<file path="src/rtl/blk_ad5f87_pkg.sv">
// Shared types and constants for the m_axi read beat tracker.
// Covers RRESP encodings, the ctrl entry layout and the error bit positions.
package blk_ad5f87_pkg;

   typedef enum logic [1:0] {
      RESP_OKAY   = 2'b00,
      RESP_EXOKAY = 2'b01,
      RESP_SLVERR = 2'b10,
      RESP_DECERR = 2'b11
   } rresp_e;

   localparam int CTRL_LEN_W = 8;
   localparam int CTRL_W     = 1 + CTRL_LEN_W;

   localparam int ERR_RLAST = 0;
   localparam int ERR_RESP  = 1;

   typedef struct packed {
      logic                  info;
      logic [CTRL_LEN_W-1:0] len;
   } ctrl_t;

endpackage

</file>
<file path="src/rtl/blk_ad5f87_if.sv">
// Ctrl, AXI R and user data streams of the read beat tracker.
// The slave modport is the tracker's view; master is the environment's view.
interface blk_ad5f87_if #(parameter int DATA_WIDTH = 32) ();
   import blk_ad5f87_pkg::*;

   logic                  in_CTRL_INFO;
   logic [CTRL_LEN_W-1:0] in_CTRL_LEN;
   logic                  in_CTRL_VALID;
   logic                  out_CTRL_READY;
   logic [DATA_WIDTH-1:0] in_R_DATA;
   logic [1:0]            in_R_RESP;
   logic                  in_R_LAST;
   logic                  in_R_VALID;
   logic                  out_R_READY;
   logic [DATA_WIDTH-1:0] out_DATA;
   logic                  out_DATA_LAST;
   logic                  out_DATA_VALID;
   logic                  in_DATA_READY;
   logic [1:0]            out_ERR;

   modport slave (
      input  in_CTRL_INFO, in_CTRL_LEN, in_CTRL_VALID,
      output out_CTRL_READY,
      input  in_R_DATA, in_R_RESP, in_R_LAST, in_R_VALID,
      output out_R_READY,
      output out_DATA, out_DATA_LAST, out_DATA_VALID,
      input  in_DATA_READY,
      output out_ERR
   );

   modport master (
      output in_CTRL_INFO, in_CTRL_LEN, in_CTRL_VALID,
      input  out_CTRL_READY,
      output in_R_DATA, in_R_RESP, in_R_LAST, in_R_VALID,
      input  out_R_READY,
      input  out_DATA, out_DATA_LAST, out_DATA_VALID,
      output in_DATA_READY,
      input  out_ERR
   );

endinterface

</file>
<file path="src/rtl/blk_ad5f87_ctrl_fifo.sv">
// Synchronous FIFO of {info, len} burst entries.
// Pointers carry one extra wrap bit so full and empty are told apart by the MSB.
module weight_loader_wq_weight_mmap_m_axi_ctrl_fifo
   import blk_ad5f87_pkg::*;
#(
   parameter int DEPTH = 16
) (
   input  logic  clk,
   input  logic  reset,
   input  logic  clk_en,
   input  logic  push,
   input  ctrl_t push_data,
   input  logic  pop,
   output ctrl_t head,
   output logic  full,
   output logic  empty
);

   localparam int AW = $clog2(DEPTH);

   logic [AW:0] wr_ptr, rd_ptr;
   ctrl_t       mem [DEPTH];

   assign empty = (wr_ptr == rd_ptr);
   assign full  = (wr_ptr[AW] != rd_ptr[AW]) && (wr_ptr[AW-1:0] == rd_ptr[AW-1:0]);
   assign head  = mem[rd_ptr[AW-1:0]];

   always_ff @(posedge clk) begin
      if (reset) begin
         wr_ptr <= '0;
         rd_ptr <= '0;
      end else if (clk_en) begin
         if (push && !full)
            wr_ptr <= wr_ptr + 1'b1;
         if (pop && !empty)
            rd_ptr <= rd_ptr + 1'b1;
      end
   end

   // Storage needs no reset: an entry is only read once the pointers cover it.
   always_ff @(posedge clk) begin
      if (clk_en && push && !full)
         mem[wr_ptr[AW-1:0]] <= push_data;
   end

endmodule

</file>
<file path="src/rtl/blk_ad5f87.sv">
// Read-data beat tracker: counts R beats against queued burst lengths, forwards
// data with a request-level LAST and keeps sticky RLAST/RRESP error flags.
module blk_ad5f87
   import blk_ad5f87_pkg::*;
#(
   parameter int DATA_WIDTH = 32,
   parameter int CTRL_DEPTH = 16
) (
   input  logic        clk,
   input  logic        reset,
   input  logic        clk_en,
   blk_ad5f87_if.slave bus
);

   ctrl_t                 push_data, head;
   logic                  full, empty, push, pop;
   logic                  r_hs, burst_end;
   logic [CTRL_LEN_W-1:0] beat_cnt;
   logic [DATA_WIDTH-1:0] data_q;
   logic                  last_q, valid_q;
   logic [1:0]            err_q;

   assign push_data = '{info: bus.in_CTRL_INFO, len: bus.in_CTRL_LEN};

   // Ready is masked during reset; a pop never frees space for the same cycle's push.
   assign bus.out_CTRL_READY = clk_en & ~reset & ~full;
   assign push               = bus.in_CTRL_VALID & bus.out_CTRL_READY;

   assign bus.out_R_READY = clk_en & ~reset & ~empty & (~valid_q | bus.in_DATA_READY);
   assign r_hs            = bus.in_R_VALID & bus.out_R_READY;

   // Burst boundary comes from the queued length alone; RLAST is only cross-checked.
   assign burst_end = (beat_cnt == head.len);
   assign pop       = r_hs & burst_end;

   weight_loader_wq_weight_mmap_m_axi_ctrl_fifo #(.DEPTH(CTRL_DEPTH)) u_ctrl_fifo (
      .clk       (clk),
      .reset     (reset),
      .clk_en    (clk_en),
      .push      (push),
      .push_data (push_data),
      .pop       (pop),
      .head      (head),
      .full      (full),
      .empty     (empty)
   );

   always_ff @(posedge clk) begin
      if (reset) begin
         beat_cnt <= '0;
         data_q   <= '0;
         last_q   <= 1'b0;
         valid_q  <= 1'b0;
         err_q    <= '0;
      end else if (clk_en) begin
         if (r_hs) begin
            beat_cnt <= burst_end ? '0 : beat_cnt + 1'b1;
            data_q   <= bus.in_R_DATA;
            valid_q  <= 1'b1;
            last_q   <= burst_end & head.info;
            if (bus.in_R_LAST != burst_end)
               err_q[ERR_RLAST] <= 1'b1;
            if (bus.in_R_RESP != RESP_OKAY)
               err_q[ERR_RESP] <= 1'b1;
         end else if (bus.in_DATA_READY) begin
            valid_q <= 1'b0;
         end
      end
   end

   assign bus.out_DATA       = data_q;
   assign bus.out_DATA_LAST  = last_q;
   assign bus.out_DATA_VALID = valid_q;
   assign bus.out_ERR        = err_q;

endmodule

</file>
<file path="src/flat_wrapper.sv">
// flat-port wrapper written by rule: the top's interface ports become plain ports
module blk_ad5f87_flat import blk_ad5f87_pkg::*;
#(
   parameter int DATA_WIDTH = 32,
   parameter int CTRL_DEPTH = 16
)
  (clk, reset, clk_en, bus_in_CTRL_INFO, bus_in_CTRL_LEN, bus_in_CTRL_VALID, bus_out_CTRL_READY, bus_in_R_DATA, bus_in_R_RESP, bus_in_R_LAST, bus_in_R_VALID, bus_out_R_READY, bus_out_DATA, bus_out_DATA_LAST, bus_out_DATA_VALID, bus_in_DATA_READY, bus_out_ERR);
  blk_ad5f87_if #(.DATA_WIDTH(DATA_WIDTH)) bus_i ();
  input  logic clk;
  input  logic reset;
  input  logic clk_en;
  input wire logic [$bits(bus_i.in_CTRL_INFO)-1:0] bus_in_CTRL_INFO;
  input wire logic [$bits(bus_i.in_CTRL_LEN)-1:0] bus_in_CTRL_LEN;
  input wire logic [$bits(bus_i.in_CTRL_VALID)-1:0] bus_in_CTRL_VALID;
  output wire logic [$bits(bus_i.out_CTRL_READY)-1:0] bus_out_CTRL_READY;
  input wire logic [$bits(bus_i.in_R_DATA)-1:0] bus_in_R_DATA;
  input wire logic [$bits(bus_i.in_R_RESP)-1:0] bus_in_R_RESP;
  input wire logic [$bits(bus_i.in_R_LAST)-1:0] bus_in_R_LAST;
  input wire logic [$bits(bus_i.in_R_VALID)-1:0] bus_in_R_VALID;
  output wire logic [$bits(bus_i.out_R_READY)-1:0] bus_out_R_READY;
  output wire logic [$bits(bus_i.out_DATA)-1:0] bus_out_DATA;
  output wire logic [$bits(bus_i.out_DATA_LAST)-1:0] bus_out_DATA_LAST;
  output wire logic [$bits(bus_i.out_DATA_VALID)-1:0] bus_out_DATA_VALID;
  input wire logic [$bits(bus_i.in_DATA_READY)-1:0] bus_in_DATA_READY;
  output wire logic [$bits(bus_i.out_ERR)-1:0] bus_out_ERR;
  assign bus_i.in_CTRL_INFO = bus_in_CTRL_INFO;
  assign bus_i.in_CTRL_LEN = bus_in_CTRL_LEN;
  assign bus_i.in_CTRL_VALID = bus_in_CTRL_VALID;
  assign bus_out_CTRL_READY = bus_i.out_CTRL_READY;
  assign bus_i.in_R_DATA = bus_in_R_DATA;
  assign bus_i.in_R_RESP = bus_in_R_RESP;
  assign bus_i.in_R_LAST = bus_in_R_LAST;
  assign bus_i.in_R_VALID = bus_in_R_VALID;
  assign bus_out_R_READY = bus_i.out_R_READY;
  assign bus_out_DATA = bus_i.out_DATA;
  assign bus_out_DATA_LAST = bus_i.out_DATA_LAST;
  assign bus_out_DATA_VALID = bus_i.out_DATA_VALID;
  assign bus_i.in_DATA_READY = bus_in_DATA_READY;
  assign bus_out_ERR = bus_i.out_ERR;
  blk_ad5f87 #(.DATA_WIDTH(DATA_WIDTH), .CTRL_DEPTH(CTRL_DEPTH)) u_core (.clk(clk), .reset(reset), .clk_en(clk_en), .bus(bus_i));
endmodule
</file>
<file path="config.mk">
export PLATFORM = sky130hd
export DESIGN_NAME = blk_ad5f87_flat
export DESIGN_NICKNAME = d
export VERILOG_FILES = /design/src/rtl/blk_ad5f87_pkg.sv /design/src/rtl/blk_ad5f87_if.sv /design/src/rtl/blk_ad5f87_ctrl_fifo.sv /design/src/rtl/blk_ad5f87.sv /design/src/flat_wrapper.sv
export SDC_FILE = /design/constraint.sdc
export NUM_CORES = 1
export LEC_CHECK = 0
export CAP_MARGIN = 20
export CELL_PAD_IN_SITES_DETAIL_PLACEMENT = 0
export CELL_PAD_IN_SITES_GLOBAL_PLACEMENT = 1
export CORE_ASPECT_RATIO = 1.4
export CORE_MARGIN = 5
export CORE_UTILIZATION = 57
export DETAILED_ROUTE_END_ITERATION = 10
export DONT_BUFFER_PORTS = 1
export GPL_ROUTABILITY_DRIVEN = 0
export HOLD_SLACK_MARGIN = 0.12
export PLACE_DENSITY = 0.95
export SYNTH_ARGS = -nofsm -noshare
export SYNTH_HDL_FRONTEND = slang
export SYNTH_HIERARCHICAL = 1
export SYNTH_SLANG_ARGS = --single-unit
</file>
<file path="constraint.sdc">
create_clock -name clk -period 6.8 [get_ports clk]
set_input_delay 2.04 -clock clk [delete_from_list [all_inputs] [get_ports clk]]
set_output_delay 2.04 -clock clk [all_outputs]
set_load 0.05 [all_outputs]
</file>
**Word level (Yosys, flattened, before mapping)**

Memory sizes are Yosys's and may differ from the RTL's. A register that Yosys moved wholly into a read port is not among the register bits.
Index checks and enable logic that the tools add are counted.

- $add $sub $neg: 3
- Equal/unequal tests: 5
- Mux-type cells: 7
- Bitwise logic cells: 13
- Reduce and logical (&&, ||, !) cells: 15

Operators by type and width:

| operator | number |
|---|---|
| 5-bit by 1-bit adder with 5-bit output, second input constant | 2 |
| 8-bit by 1-bit adder with 8-bit output, second input constant | 1 |
| 1-bit bitwise AND | 8 |
| 8-bit equality test | 1 |
| 4-bit 2-to-1 mux | 2 |
| 8-bit 2-to-1 mux | 1 |
| 2-bit AND reduction | 4 |
| 3-bit AND reduction | 2 |
| 5-bit equality test | 1 |
| 1-bit logical AND | 5 |
| 4-bit equality test | 1 |
| 1-bit 2-to-1 mux | 4 |
| 1-bit NOT | 4 |
| 2-bit nonzero test | 2 |
| 1-bit logical NOT | 2 |
| 1-bit != test | 2 |
| 1-bit OR | 1 |

- Flip-flop bits (word level): 54
- RAM bits: 144
- Bits of input ports: 50
- Output and inout port bits: 38
- Memories: 1

Memories:

| memory | depth | width | rd ports | clocked after memory_dff | write ports | RTL line | text |
|---|---|---|---|---|---|---|---|
| u_core.u_ctrl_fifo.mem | 16 | 9 | 1 | 1 | 1 | blk_ad5f87_ctrl_fifo.sv:22 | `ctrl_t mem [DEPTH];` |

**Logic depth before layout (Yosys ltp)**

- Depth after elaboration: 10
- Gate-level depth with buffers: 15
- Depth with buffers taken out: 11

**Hierarchy**

Netlist, hierarchy kept.

Modules (own cells, without submodules):

| module | times used | cells an instance | area each (µm²) |
|---|---|---|---|
| weight_loader_wq_weight_mmap_m_axi_ctrl_fifo | 1 | 309 | 6475.0 |
| blk_ad5f87 | 1 | 222 | 1781.7 |

**Least setup slack after synthesis**

Ideal clock, no wire load.

- Kind: input -> output
- Start: in clk_en
- End: out bus_out_CTRL_READY
- Data arrival time: 2.926 ns
- Data required time: 4.760 ns
- Slack: 1.834 ns
- Cell stages on the path: 2
- Path through: nor2b_4 > nor2b_1

- Cells in the longest elaborated chain, start to end: 2

RTL lines:

| what | RTL line | text |
|---|---|---|
| start, declared | flat_wrapper.sv:11 | `input logic clk_en;` |
| 1-bit bitwise AND (2 in series) | blk_ad5f87.sv:26 | `assign bus.out_CTRL_READY = clk_en & ~reset & ~full;` |
| end, declared | flat_wrapper.sv:15 | `output wire logic [$bits(bus_i.out_CTRL_READY)-1:0] bus_out_CTRL_READY;` |

No other way between the ends.

**Worst setup path in the final report**

Ends and elaborated chain as after synthesis.

==> flow_summary.json <==
{
  "status": "finished, final reports clean",
  "fin_tns_setup_ns": 0,
  "numCtsBuffers": 19,
  "wl_per_cell_um": 24.36,
  "synth_edf_count": 144,
  "relSlewSlack_pct": 31.65,
  "die_w_um": 111.7,
  "avgSynthCellArea_um2": 15.55,
  "critPathKind": "in2out",
  "critPathCaptureType": "output pin",
  "p_int_mw": 1.939,
  "syn_nets": 587,
  "vias": 4612,
  "power_frac_seq_pct": 55.9,
  "layout.cells.most_common": "edfxtp_1",
  "cts_setup_buffers": 0,
  "dp_cells": 694,
  "cp_slowest_cell": "nor2b_1",
  "final_area_um2": 8966,
  "placed_cell_area_um2": 8359,
  "clockBufferDepth": 3,
  "finalClockSkew_ns": 0.009512,
  "grt-ovfl-total": 0,
  "hold_class": "reg2reg",
  "max_stage_delay_ns": 0.80,
  "start_kind": "input port",
  "instances_no_fill": 727,
  "dr.first_iter.drc_count": 472,
  "drive_gt1_share_pct": 10.41,
  "start_util_pct": 57.42,
  "htreeDepth": 1,
  "root_buffer": "clkbuf_16",
  "fillers": 981,
  "cts.reportedPaths.clkPinSlew_ns": 0.07,
  "ys.warnings.count": 6,
  "min_period_over_period_pct": 74.07,
  "yosysSeqAreaShare_pct": 66.43,
  "ioPinCount": 88,
  "synth_cells": 531,
  "layout_common_cells": "edfxtp_1 (144), nand2_1 (74), dfxtp_1 (57)",
  "arrival_ns": 3.00,
  "synthToLayoutAreaGrowth_pct": 8.592,
  "drcViolationCount": 0,
  "finish.net_count": 582,
  "fin_crit_ns": 5.037,
  "cp.required_ns": 4.76,
  "async_flop_share_pct": 0,
  "antenna_left": 0,
  "die_area_um2": 17030,
  "synthDistinctLibCells": 42,
  "finalWirelength_mm": 17.71,
  "switchingPower_mw": 0.4677,
  "power_density_nw_per_um2": 268.4,
  "ctsResizeCount": 0,
  "diodes": 0,
  "dieHeight_um": 152.4,
  "setup_viol_count_final": 0,
  "cts_tree": "built",
  "p_leak_nw": 2.835,
  "cp_cell_sequence": "nor2b_4 > nor2b_1",
  "tightest_slew_ns": 1.025,
  "core_um2": 14380,
  "first_global_vias": 4554,
  "clk_latency_ns": 0.48,
  "fmax_mhz": 198.5,
  "antenna_found_initial": 0,
  "cts_hold_buf": 0,
  "crit_fanout": 7,
  "core.rowCount": 52,
  "clkPwrFrac_pct": 42.1,
  "drv_slew": 0,
  "grt_max_degree": 64,
  "synth-main-ff-cell": "edfxtp_1",
  "grt_pass1_wl_mm": 26.75,
  "cts_num_sinks": 202,
  "dp_hpwl_mm": 11.96,
  "ir_drop_uv": 183.6,
  "gr-usage-all-layers_pct": 20.58,
  "cp.buffers_inverters": 0,
  "hold_viol_final": 0,
  "viasPerCell": 6.344,
  "syn_area_um2": 8257,
  "drtPass1Iterations": 5,
  "io_buffers": 0,
  "ys_seq_elements": 202,
  "cp_top_family": "simple AND/OR/NAND/NOR gates",
  "switching_share_pct": 19.43,
  "rsz0062_at_grt": "false",
  "cap_violations": 0,
  "power_frac_comb_pct": 2.0
}
[cell usage after synthesis (2+ instances only)]
master / number / area, um2
nand4_1: 6 / 37.54
o21ai_1: 5 / 25.02
nor2_1: 9 / 33.78
nor2b_1: 7 / 43.79
mux2_2: 5 / 56.30
nor4b_1: 2 / 17.52
and3_1: 13 / 81.33
inv_1: 10 / 37.54
a21oi_1: 43 / 215.2
mux4_2: 13 / 292.8
and4b_1: 4 / 40.04
mux4_1: 32 / 840.8
nand2_1: 74 / 277.8
o21ai_0: 5 / 25.02
mux2i_1: 3 / 30.03
nand3_1: 9 / 45.04
o311ai_0: 3 / 26.28
buf_6: 3 / 33.78
o211ai_1: 5 / 37.54
a311o_1: 2 / 20.02
and4_1: 4 / 35.03
buf_2: 12 / 60.06
buf_1: 5 / 18.77
or4_1: 3 / 22.52
clkbuf_1: 8 / 30.03
dfxtp_1: 58 / 1161
and2_1: 2 / 12.51
xnor2_1: 14 / 122.6
edfxtp_1: 144 / 4324
nand2b_1: 5 / 31.28
ha_1: 6 / 75.07
a21oi_2: 2 / 17.52
or3_1: 6 / 37.54
[metal layers]
layer / global-route usage [%] / wire (um) / vias to the layer above
li1: - / - / 2049
met1: 23.14 / 6218 / 2304
met2: 37.96 / 9581 / 223
met3: 4.291 / 1301 / 36
met4: 7.768 / 605 / 0
met5: 0 / 0 / -
[worst paths after layout]
kind | cells after the start | slack (ns) | from | to
worst min register to register | 2 | 0.52 | u_core/beat_cnt[7] | u_core/beat_cnt[7]
worst min-delay path | 2 | 0.52 | u_core/beat_cnt[7] | u_core/beat_cnt[7]
worst max-delay path | 2 | 1.76 | clk_en | bus_out_CTRL_READY
worst max register to register | 9 | 2.68 | u_core/u_ctrl_fifo/wr_ptr[2] | u_core/u_ctrl_fifo/mem[2][5]
[stage by stage]
stage	total power [mW]	utilization, %	hold WS (ns)	setup WS (ns)
global route	2.490	62.36	0.5583	1.713
detailed placement	1.419	58.14	0.5016	1.763
floorplan	1.414	-	0.4643	1.834
CTS	2.424	62.36	0.5126	1.759
finish	2.406	62.36	0.5233	1.763
global placement	1.416	58.14	0.4805	1.767
[logic make-up (layout without fill, tap and decap cells)]
kind of cell               after synthesis  after routing  synth area share [%]
AOI/OAI and AO/OA                       69             69                 4.895
xor gates and xnor gates                15             15                 1.591
adders and majority gates                6              6                0.9092
buffers and inverters                   40             47                 2.409
DFF                                    202            202                 66.43
muxes                                   53             53                 14.77
and+or+nand+nor                        146            146                 8.986
[power groups by stage]
stage | registers (mW) | clock network (mW) | logic, mW
2_1_floorplan | 1.37 | 0 | 0.0481
3_3_place_gp | 1.37 | 0 | 0.0457
3_5_place_dp | 1.37 | 0 | 0.0478
4_1_cts | 1.34 | 1.03 | 0.0483
5_1_grt | 1.34 | 1.09 | 0.0527
6_report | 1.34 | 1.01 | 0.0486
[area by class of cell]
class                           count  area, um2  area share (%)
Clock buffer                       24      535.5           5.973
Clock inverter                      9      71.32          0.7954
Timing Repair Buffer                3      22.52          0.2512
Multi-Input combinational cell    289       2572           28.69
Sequential cell                   202       5487           61.19
Tap cell                          189      236.5           2.637
Inverter                           11      41.29          0.4605
[flip-flops by register name (all words and copies together) (netlist names), named ones only]
register / cells
u_core/beat_cnt: 8
u_core/bus.out_DATA: 32
u_core/bus.out_DATA_LAST: 1
u_core/bus.out_DATA_VALID: 1
u_core/bus.out_ERR: 2
u_core/u_ctrl_fifo/mem: 144
u_core/u_ctrl_fifo/rd_ptr: 5
u_core/u_ctrl_fifo/wr_ptr: 5
Note: power is estimated with default switching activity, not from simulation.
